## config.mk

```make
export PLATFORM = sky130hd
export DESIGN_NAME = uart_rx_flat
export DESIGN_NICKNAME = d
export VERILOG_FILES = /design/src/rtl/uart_rx_if.sv /design/src/rtl/uart_rx.sv /design/src/flat_wrapper.sv
export SDC_FILE = /design/constraint.sdc
export NUM_CORES = 1
export LEC_CHECK = 0
export BUFFER_PORTS_ARGS = -buffer_cell sky130_fd_sc_hd__buf_2
export CORE_ASPECT_RATIO = 1.5
export CORE_MARGIN = 4
export CORE_UTILIZATION = 30
export CTS_CLUSTER_DIAMETER = 50
export CTS_CLUSTER_SIZE = 10
export DETAILED_ROUTE_END_ITERATION = 16
export PLACE_DENSITY_LB_ADDON = 0.12
export SLEW_MARGIN = 40
export SYNTH_ARGS = -nofsm -noshare
export SYNTH_HDL_FRONTEND = slang
export SYNTH_SLANG_ARGS = --single-unit
```

## constraint.sdc

```tcl
create_clock -name clk -period 6.3 [get_ports clk]
set_clock_uncertainty 0.15 [all_clocks]
set_input_delay 0.315 -clock clk [delete_from_list [all_inputs] [get_ports clk]]
set_output_delay 0.315 -clock clk [all_outputs]
set_load 0.03 [all_outputs]
```

## src/rtl/uart_rx_if.sv

```systemverilog
// Byte-side handshake bundle of the UART receiver.
// The receiver (master) drives the byte, its valid flag, the status pulses
// and the busy flag; the consumer (slave) drives the ready flag.
interface uart_rx_if;
    logic [7:0] o_data;
    logic       o_valid;
    logic       o_frame_err;
    logic       o_overrun;
    logic       o_busy;
    logic       i_ready;

    modport master (
        output o_data,
        output o_valid,
        output o_frame_err,
        output o_overrun,
        output o_busy,
        input  i_ready
    );

    modport slave (
        input  o_data,
        input  o_valid,
        input  o_frame_err,
        input  o_overrun,
        input  o_busy,
        output i_ready
    );
endinterface

```

## src/rtl/uart_rx.sv

```systemverilog
// 8N1 UART receiver (LSB first, idle high).
// The serial line is brought into the clock domain by a two-flop synchroniser.
// A bit timer centres every sample on its bit: the start bit is confirmed at its
// midpoint, and each later bit is sampled one full bit period after the previous
// sample. Completed bytes go into a single-entry holding register with a
// valid/ready handshake. A low stop bit raises a frame error and parks the
// receiver until the line returns high, so a long break never looks like a
// stream of start bits.
module uart_rx #(
    parameter  int CLKS_PER_BIT = 87,
    localparam int CNT_W        = $clog2(CLKS_PER_BIT) + 1
) (
    input  logic         clk,
    input  logic         reset,
    input  logic         i_rx,
    uart_rx_if.master    bus
);

    typedef enum logic [2:0] {
        ST_IDLE  = 3'd0,
        ST_START = 3'd1,
        ST_DATA  = 3'd2,
        ST_STOP  = 3'd3,
        ST_BREAK = 3'd4
    } state_t;

    // Timer value at a full bit period and at the middle of the start bit.
    localparam logic [CNT_W-1:0] BIT_LAST = CNT_W'(CLKS_PER_BIT - 1);
    localparam logic [CNT_W-1:0] MID_LAST = CNT_W'((CLKS_PER_BIT - 1) / 2);

    // Synchroniser
    logic             rx_meta_q, rx_meta_d;
    logic             rx_sync_q, rx_sync_d;
    logic             rx_s;

    // Frame FSM
    state_t           state_q, state_d;
    logic [CNT_W-1:0] timer_q, timer_d;
    logic [2:0]       bit_idx_q, bit_idx_d;
    logic [7:0]       shift_q, shift_d;
    logic             byte_done_s;

    // Registered outputs
    logic [7:0]       data_q, data_d;
    logic             valid_q, valid_d;
    logic             frame_err_q, frame_err_d;
    logic             overrun_q, overrun_d;
    logic             busy_q, busy_d;

    assign rx_s = rx_sync_q;

    // Next state of the two synchroniser stages.
    always_comb begin
        rx_meta_d = i_rx;
        rx_sync_d = rx_meta_q;
    end

    // Frame FSM: start-bit qualification, data sampling, stop-bit check.
    always_comb begin
        state_d     = state_q;
        timer_d     = timer_q;
        bit_idx_d   = bit_idx_q;
        shift_d     = shift_q;
        byte_done_s = 1'b0;
        frame_err_d = 1'b0;

        case (state_q)
            ST_IDLE: begin
                timer_d   = {CNT_W{1'b0}};
                bit_idx_d = 3'd0;
                if (rx_s == 1'b0) begin
                    state_d = ST_START;
                end else begin
                    state_d = ST_IDLE;
                end
            end

            ST_START: begin
                if (timer_q == MID_LAST) begin
                    timer_d = {CNT_W{1'b0}};
                    if (rx_s == 1'b0) begin
                        state_d = ST_DATA;
                    end else begin
                        // Line went back high before mid-bit: a glitch, not a start.
                        state_d = ST_IDLE;
                    end
                end else begin
                    timer_d = timer_q + CNT_W'(1);
                end
            end

            ST_DATA: begin
                if (timer_q == BIT_LAST) begin
                    shift_d[bit_idx_q] = rx_s;
                    timer_d            = {CNT_W{1'b0}};
                    if (bit_idx_q == 3'd7) begin
                        bit_idx_d = 3'd0;
                        state_d   = ST_STOP;
                    end else begin
                        bit_idx_d = bit_idx_q + 3'd1;
                    end
                end else begin
                    timer_d = timer_q + CNT_W'(1);
                end
            end

            ST_STOP: begin
                if (timer_q == BIT_LAST) begin
                    timer_d = {CNT_W{1'b0}};
                    if (rx_s == 1'b1) begin
                        // Back to IDLE at mid-stop so an immediate next start is seen.
                        byte_done_s = 1'b1;
                        state_d     = ST_IDLE;
                    end else begin
                        frame_err_d = 1'b1;
                        state_d     = ST_BREAK;
                    end
                end else begin
                    timer_d = timer_q + CNT_W'(1);
                end
            end

            ST_BREAK: begin
                timer_d = {CNT_W{1'b0}};
                if (rx_s == 1'b1) begin
                    state_d = ST_IDLE;
                end else begin
                    state_d = ST_BREAK;
                end
            end

            default: begin
                state_d   = ST_IDLE;
                timer_d   = {CNT_W{1'b0}};
                bit_idx_d = 3'd0;
            end
        endcase

        busy_d = (state_d != ST_IDLE);
    end

    // Single-entry holding register with valid/ready handshake and overrun detection.
    always_comb begin
        data_d    = data_q;
        valid_d   = valid_q;
        overrun_d = 1'b0;

        if (byte_done_s) begin
            if (!valid_q) begin
                data_d  = shift_q;
                valid_d = 1'b1;
            end else if (bus.i_ready) begin
                // Old byte leaves on this edge, so the new one can take its place.
                data_d  = shift_q;
                valid_d = 1'b1;
            end else begin
                overrun_d = 1'b1;
            end
        end else if (valid_q && bus.i_ready) begin
            valid_d = 1'b0;
        end else begin
            valid_d = valid_q;
        end
    end

    // State and output registers; reset aborts any frame in progress silently.
    always_ff @(posedge clk or negedge reset) begin
        if (!reset) begin
            rx_meta_q   <= 1'b1;
            rx_sync_q   <= 1'b1;
            state_q     <= ST_IDLE;
            timer_q     <= {CNT_W{1'b0}};
            bit_idx_q   <= 3'd0;
            shift_q     <= 8'h00;
            data_q      <= 8'h00;
            valid_q     <= 1'b0;
            frame_err_q <= 1'b0;
            overrun_q   <= 1'b0;
            busy_q      <= 1'b0;
        end else begin
            rx_meta_q   <= rx_meta_d;
            rx_sync_q   <= rx_sync_d;
            state_q     <= state_d;
            timer_q     <= timer_d;
            bit_idx_q   <= bit_idx_d;
            shift_q     <= shift_d;
            data_q      <= data_d;
            valid_q     <= valid_d;
            frame_err_q <= frame_err_d;
            overrun_q   <= overrun_d;
            busy_q      <= busy_d;
        end
    end

    assign bus.o_data      = data_q;
    assign bus.o_valid     = valid_q;
    assign bus.o_frame_err = frame_err_q;
    assign bus.o_overrun   = overrun_q;
    assign bus.o_busy      = busy_q;

endmodule

```

## src/flat_wrapper.sv

```systemverilog
// flat-port wrapper written by rule: the top's interface ports become plain ports
module uart_rx_flat 
#(
    parameter  int CLKS_PER_BIT = 87,
    localparam int CNT_W        = $clog2(CLKS_PER_BIT) + 1
)
  (clk, reset, i_rx, bus_o_data, bus_o_valid, bus_o_frame_err, bus_o_overrun, bus_o_busy, bus_i_ready);
  uart_rx_if bus_i ();
  input  logic clk;
  input  logic reset;
  input  logic i_rx;
  output wire logic [$bits(bus_i.o_data)-1:0] bus_o_data;
  output wire logic [$bits(bus_i.o_valid)-1:0] bus_o_valid;
  output wire logic [$bits(bus_i.o_frame_err)-1:0] bus_o_frame_err;
  output wire logic [$bits(bus_i.o_overrun)-1:0] bus_o_overrun;
  output wire logic [$bits(bus_i.o_busy)-1:0] bus_o_busy;
  input wire logic [$bits(bus_i.i_ready)-1:0] bus_i_ready;
  assign bus_o_data = bus_i.o_data;
  assign bus_o_valid = bus_i.o_valid;
  assign bus_o_frame_err = bus_i.o_frame_err;
  assign bus_o_overrun = bus_i.o_overrun;
  assign bus_o_busy = bus_i.o_busy;
  assign bus_i.i_ready = bus_i_ready;
  uart_rx #(.CLKS_PER_BIT(CLKS_PER_BIT)) u_core (.clk(clk), .reset(reset), .i_rx(i_rx), .bus(bus_i));
endmodule
```

# Word level (Yosys, flattened, before mapping)
# Cells that the tools add are included.
classes:
  n_reduce_logical: 10
  muxes: 30
  order_cmp: 2
  n_bitwise: 1
  eq_ne: 9
  n_addsub: 2
ops:
  columns: ["op", "n"]
  rows:
  - ["2-to-1 mux 8 bit", 4]
  - ["2-to-1 mux 3 bit", 7]
  - ["one-hot mux 8 bit (2 select lines)", 1]
  - ["one-hot mux 3 bit (5 select lines)", 1]
  - ["2-to-1 mux 1 bit", 13]
  - ["adder 8 x 1 -> 8 bit (second input constant)", 1]
  - ["bitwise mux 8 bit", 1]
  - ["== test 8 x 6 -> 1 bit (second input constant)", 1]
  - ["== test 8 x 7 -> 1 bit (second input constant)", 1]
  - ["== test 3 x 2 -> 1 bit (second input constant)", 2]
  - ["== test 3 bit (second input constant)", 2]
  - ["one-hot mux 3 bit (2 select lines)", 1]
  - ["AND reduction 2 bit", 3]
  - ["< comparator 3 x 4 -> 1 bit (second input constant)", 1]
  - ["adder 3 x 1 -> 3 bit (second input constant)", 1]
  - ["demux 1 bit (select 3 bit)", 1]
  - ["== test 3 x 1 -> 1 bit (second input constant)", 1]
  - ["greater-or-equal comparator 3 x 1 -> 1 bit (second input constant)", 1]
  - ["logical NOT 3 bit", 1]
  - ["nonzero test 3 bit", 1]
  - ["OR reduction 3 bit", 1]
  - ["logical AND 1 bit", 2]
  - ["2-to-1 mux 2 bit", 1]
  - ["inequality test 2 x 1 -> 1 bit (second input constant)", 1]
  - ["other kinds (4)", 4]
totals:
  input_bits: 4
  reg_bits: 36
  wordCells: 65

# Depth between registers and ports, before layout
depth:
  ltp_word: 5
  depth_mapped: 6
  ltp_nobuf: 6

# Worst setup path after synthesis
# OpenSTA, ideal clock, no wires.
synth_timing:
  path_type: "register to register"
  from: "reg u_core.timer_q[0]"
  to: "reg u_core.shift_q[4]"
  t_arrival_ps: 2011
  stages_incl_launch_ff: 7
  setup_ps: 125
  setup_slack_ps: 4015
  path_buffers: 0
  path_cell_list: "dfrtp_1 > inv_1 > ha_1 > or3b_4 > nor4_2 > and4bb_1 > mux2_2"
synth_between:
  elab_chain_cells: 2
synth_rtl:
  columns: ["item", "line_no", "text"]
  rows:
  - ["start, declared", "uart_rx.sv:38", "logic [CNT_W-1:0] timer_q, timer_d;"]
  - ["start signal, assigned", "uart_rx.sv:172", "timer_q <= {CNT_W{1'b0}};"]
  - ["start signal, assigned", "uart_rx.sv:184", "timer_q <= timer_d;"]
  - ["== test 8 x 7 -> 1 bit", "uart_rx.sv:93", "if (timer_q == BIT_LAST) begin"]
  - ["AND reduction 2 bit (no line)", null, null]
  - ["end signal, assigned", "uart_rx.sv:186", "shift_q <= shift_d;"]
  - ["end, declared", "uart_rx.sv:40", "logic [7:0] shift_q, shift_d;"]
# Every way passes these cells.
# A chain may end at the register's enable or synchronous reset.

# Final worst setup path
# Ends and elaborated chain as after synthesis.

==> results.md <==
| Step | Parameter | Value |
|:---|:---|:---|
| cts | Htree depth | 2 |
| placed design | Cell area after placement | 0.00183 mm² |
| placed design | Placed cell count | 223 |
| floorplanning | Core area | 0.00549 mm² |
| route | Vias | 1138 |
| yosys | Fraction of the yosys area taken by sequential cells | 52.9% |
| sta | Endpoints failing setup | 0 |
| yosys | Post-synthesis instance area | 0.00171 mm² |
| yosys | Async SR Flop Fraction | 100% |
| layout | Antenna cells | 0 |
| yosys | Fraction of synthesized cell area taken by the top area cell type | 49.9% |
| global route | Total overflow reported by the global router | 0 |
| yosys | Count of state elements after synthesis | 36 |
| yosys | Cell count after synthesis | 143 |
| layout | Signed area change from the synthesized netlist to the final layout | 14.0% |
| cts | Sink count of the clock tree | 36 |
| floorplanning | Height of the chip | 100 µm |
| setup path | Crit path kind | flip-flop to flip-flop |
| power and ir drop | Max VDD drop | 0.0000861 V |
| floorplanning | Starting Density | 31.1% |
| cts | Clock-pin transition on the worst setup and hold timing paths | 0.07 ns |
| setup path | CP required | 6.32 ns |
| route | Routed via count divided by cell count | 4.88 |
| route | Post-detailed-route wirelength per cell | 13.5 µm |
| cts | Clock latency on the worst-skew pair | 0.28 ns |
| cts | Num CTS Buffers | 5 |
| sta | Worst Tran Pin Value | 0.653 ns |
| yosys | Distinct cell type count of the synthesized netlist | 44 |
| hold path | Worst min path class | input port to flip-flop |
| cts | Buffer levels on the longest clock path | 2 |
| yosys | Per-instance average area after synthesis | 11.9 µm² |
| floorplanning | Number of cell rows | 33 |
| power and ir drop | Lkg Pwr | 0.900 nW |
| sta | Time the final worst path needs with I/O delays and setup | 2.52 ns |
| sta | Unrepaired setup endpoints after global routing | false |
| outcome | Outcome | complete, no violations |
| sta | Slew margin rel. | 56.1% |
| route | 1st-pass router iterations | 4 |
| yosys | Synthesized Nets | 151 |
| cts | Root buffer selected by CTS | sky130_fd_sc_hd__clkbuf_8 |
| layout | Final #Nets | 170 |
| yosys | Area leader, netlist | sky130_fd_sc_hd__dfrtp_1 |
| global route | Global router's overall resource usage | 9.45% |
| global route | Pin count of the biggest net entering global routing | 37 |
| layout | Finished layout cell area | 0.00195 mm² |
| yosys | Number of flops mapped to enable cells by yosys | 0 |
| power and ir drop | Pwr dens | 224 mW/mm² |
| floorplanning | Width of the die | 69.6 µm |
| sta | Slew Limit Fails | 0 |
| sta | Setup TNS | 0 ns |
| sta | Period Utilization, post-route | 39.9% |
| route | Antenna-violating nets left | 0 |
| placed design | RD Place Congestion | 0.775 |
| global route | Vias in the first global route | 1108 |
| setup path | Arrival time reported for the critical path endpoint | 2.54 ns |
| yosys | Predominant post-synthesis flop cell | sky130_fd_sc_hd__dfrtp_1 |
| layout | Number of standard cells in the final layout excluding fillers | 233 |
| setup path | Nature of the critical path startpoint | flip-flop |
| placed design | PortBufs | 15 |
| yosys | Top post-synthesis cells by area | sky130_fd_sc_hd__dfrtp_1, sky130_fd_sc_hd__mux2_2, sky130_fd_sc_hd__nor2_1 |
| route | DRC viols | 0 |
| layout | Fill cell count | 559 |
| yosys | Count of yosys warnings during synthesis | 0 |
| run | Max-cap violations | 0 |
| cts | CTS tree | built |
| setup path | Endpoint type of the worst setup path | flip-flop |
| layout | Fraction of layout cells with a size suffix above 1 | 28.8% |
| global route | First-pass GRT wire length | 5230 µm |
| placed design | Detailed Place HPWL | 2250 µm |
| setup path | Largest fanout on the critical path | 8 |
| route | Final Routed Wirelength | 3140 µm |
| sta | Final-report hold violation count | 0 |
| global route | Number of antenna violations at the first check in global routing | 0 |
| route | Iter 0 DRT Violations | 53 |
| floorplanning | DIE AREA | 0.00698 mm² |
| floorplanning | Number of I/O pins | 16 |
| sta | FMAX | 398 MHz |
cell usage after synthesis (all sizes together) (2+ instances only):
master / count
nand4b: 4
nand4: 3
ha: 4
nand2: 7
clkbuf: 4
nor3: 4
a21oi: 2
nor2: 16
nor4: 3
dfrtp: 34
or2b: 4
dfstp: 2
nand3: 4
o21ai: 5
inv: 3
xnor2: 3
xor2: 3
mux2: 16
and4bb: 2
path summary, 6_finish.rpt:
kind                                              from                             end  slack [ns]  depth (start not counted)
min in group asynchronous                        reset   u_core.shift_q[2]$_DFFE_PN0P_        0.37                          2
hold reg to reg             u_core.rx_meta_q$_DFF_PN1_           u_core.rx_s$_DFF_PN1_        0.21                          0
hold / removal                             bus_i_ready  u_core.bus.o_overrun$_DFF_PN0_        0.19                          3
setup / recovery           u_core.timer_q[0]$_DFF_PN0_   u_core.shift_q[4]$_DFFE_PN0P_        3.78                          6
max in group asynchronous                        reset      u_core.rx_meta_q$_DFF_PN1_        5.28                          2
setup reg to reg           u_core.timer_q[0]$_DFF_PN0_   u_core.shift_q[4]$_DFFE_PN0P_        3.78                          6
through the flow:
stage	total power, mW	setup WS [ns]	utilization, %	hold slack, ns
floorplan	0.266	4.01	-	-0.131
global placement	0.274	3.77	33.3	0.195
detailed placement	0.275	3.75	33.3	0.199
CTS	0.445	3.75	35.4	0.187
global route	0.457	3.63	35.4	0.198
finish	0.435	3.78	35.4	0.188
worst max-delay path, stage by stage, from the launching register on:
cell and delay, ns:
sky130_fd_sc_hd__dfrtp_1 0.42, sky130_fd_sc_hd__inv_1 0.07, sky130_fd_sc_hd__ha_1 0.15, sky130_fd_sc_hd__or3b_4 0.41
sky130_fd_sc_hd__nor4_2 0.58, sky130_fd_sc_hd__and4bb_1 0.30, sky130_fd_sc_hd__mux2_2 0.33
per-layer routing:
metal | share of wire, % | vias up | track usage, %
met3 | 2.7 | 6 | 2.51
met1 | 43 | 565 | 10.3
met2 | 53 | 14 | 16.7
met5 | 0 | - | 0
li1 | - | 553 | -
met4 | 2.1 | 0 | 4.96
report_power, final:
| group | internal [mW] | total [mW] | switching [mW] |
|---|---|---|---|
| clock network | 0.0871 | 0.165 | 0.0776 |
| logic | 0.0112 | 0.0266 | 0.0154 |
| registers | 0.236 | 0.244 | 0.00808 |
| total | 0.334 | 0.435 | 0.101 |
cell type report:
cell class	instances	area [µm²]	share of cell area (%)
multi-input combinational	99	753	38.7
tap	70	87.6	4.50
timing repair buffer	17	97.6	5.02
sequential	36	903	46.4
clock buffer	6	82.6	4.24
inverter	3	11.3	0.579
clock inverter	2	10.0	0.514
what timing repair did:
action                    in CTS  in global routing
buffers inserted               0                  0
gates resized for setup        0                  0
hold endpoints to repair       5                  0
hold buffers                   2                  0
logic make-up after synthesis:
logic type | share of synthesized area, %
and+or+nand+nor | 20.7
buffers and inverters | 2.93
AOI/OAI and AO/OA | 6.89
DFF | 52.9
muxes | 10.6
xor gates and xnor gates | 3.08
adders and majority gates | 2.93
state kept, by name (all words and copies together) (netlist names), 3 cells and up:
register,count
u_core.bus.o_data,8
u_core.timer_q,8
u_core.bit_idx_q,3
u_core.state_q,3
u_core.shift_q,8
placed cells by master, fill, tap and decap left out, types with 2 or more instances in the layout:
master | synthesis | layout
sky130_fd_sc_hd__a21oi_1 | 2 | 2
sky130_fd_sc_hd__buf_2 | 0 | 14
sky130_fd_sc_hd__mux2_1 | 5 | 5
sky130_fd_sc_hd__mux2_2 | 11 | 11
sky130_fd_sc_hd__dfstp_2 | 2 | 2
sky130_fd_sc_hd__inv_1 | 3 | 3
sky130_fd_sc_hd__dlygate4sd3_1 | 0 | 2
sky130_fd_sc_hd__nand4b_1 | 4 | 4
sky130_fd_sc_hd__xnor2_1 | 3 | 3
sky130_fd_sc_hd__nor4_1 | 2 | 2
sky130_fd_sc_hd__or2b_2 | 2 | 2
sky130_fd_sc_hd__nand3_1 | 4 | 4
sky130_fd_sc_hd__nor2_1 | 16 | 16
sky130_fd_sc_hd__nand2_1 | 7 | 7
sky130_fd_sc_hd__clkbuf_8 | 2 | 6
sky130_fd_sc_hd__or2b_1 | 2 | 2
sky130_fd_sc_hd__ha_1 | 4 | 4
sky130_fd_sc_hd__o21ai_0 | 5 | 5
sky130_fd_sc_hd__xor2_1 | 3 | 3
sky130_fd_sc_hd__nor3_1 | 3 | 3
sky130_fd_sc_hd__nand4_1 | 3 | 3
sky130_fd_sc_hd__clkinv_2 | 0 | 2
sky130_fd_sc_hd__and4bb_1 | 2 | 2
sky130_fd_sc_hd__dfrtp_1 | 34 | 34
Power figures use the tool's default switching activity.
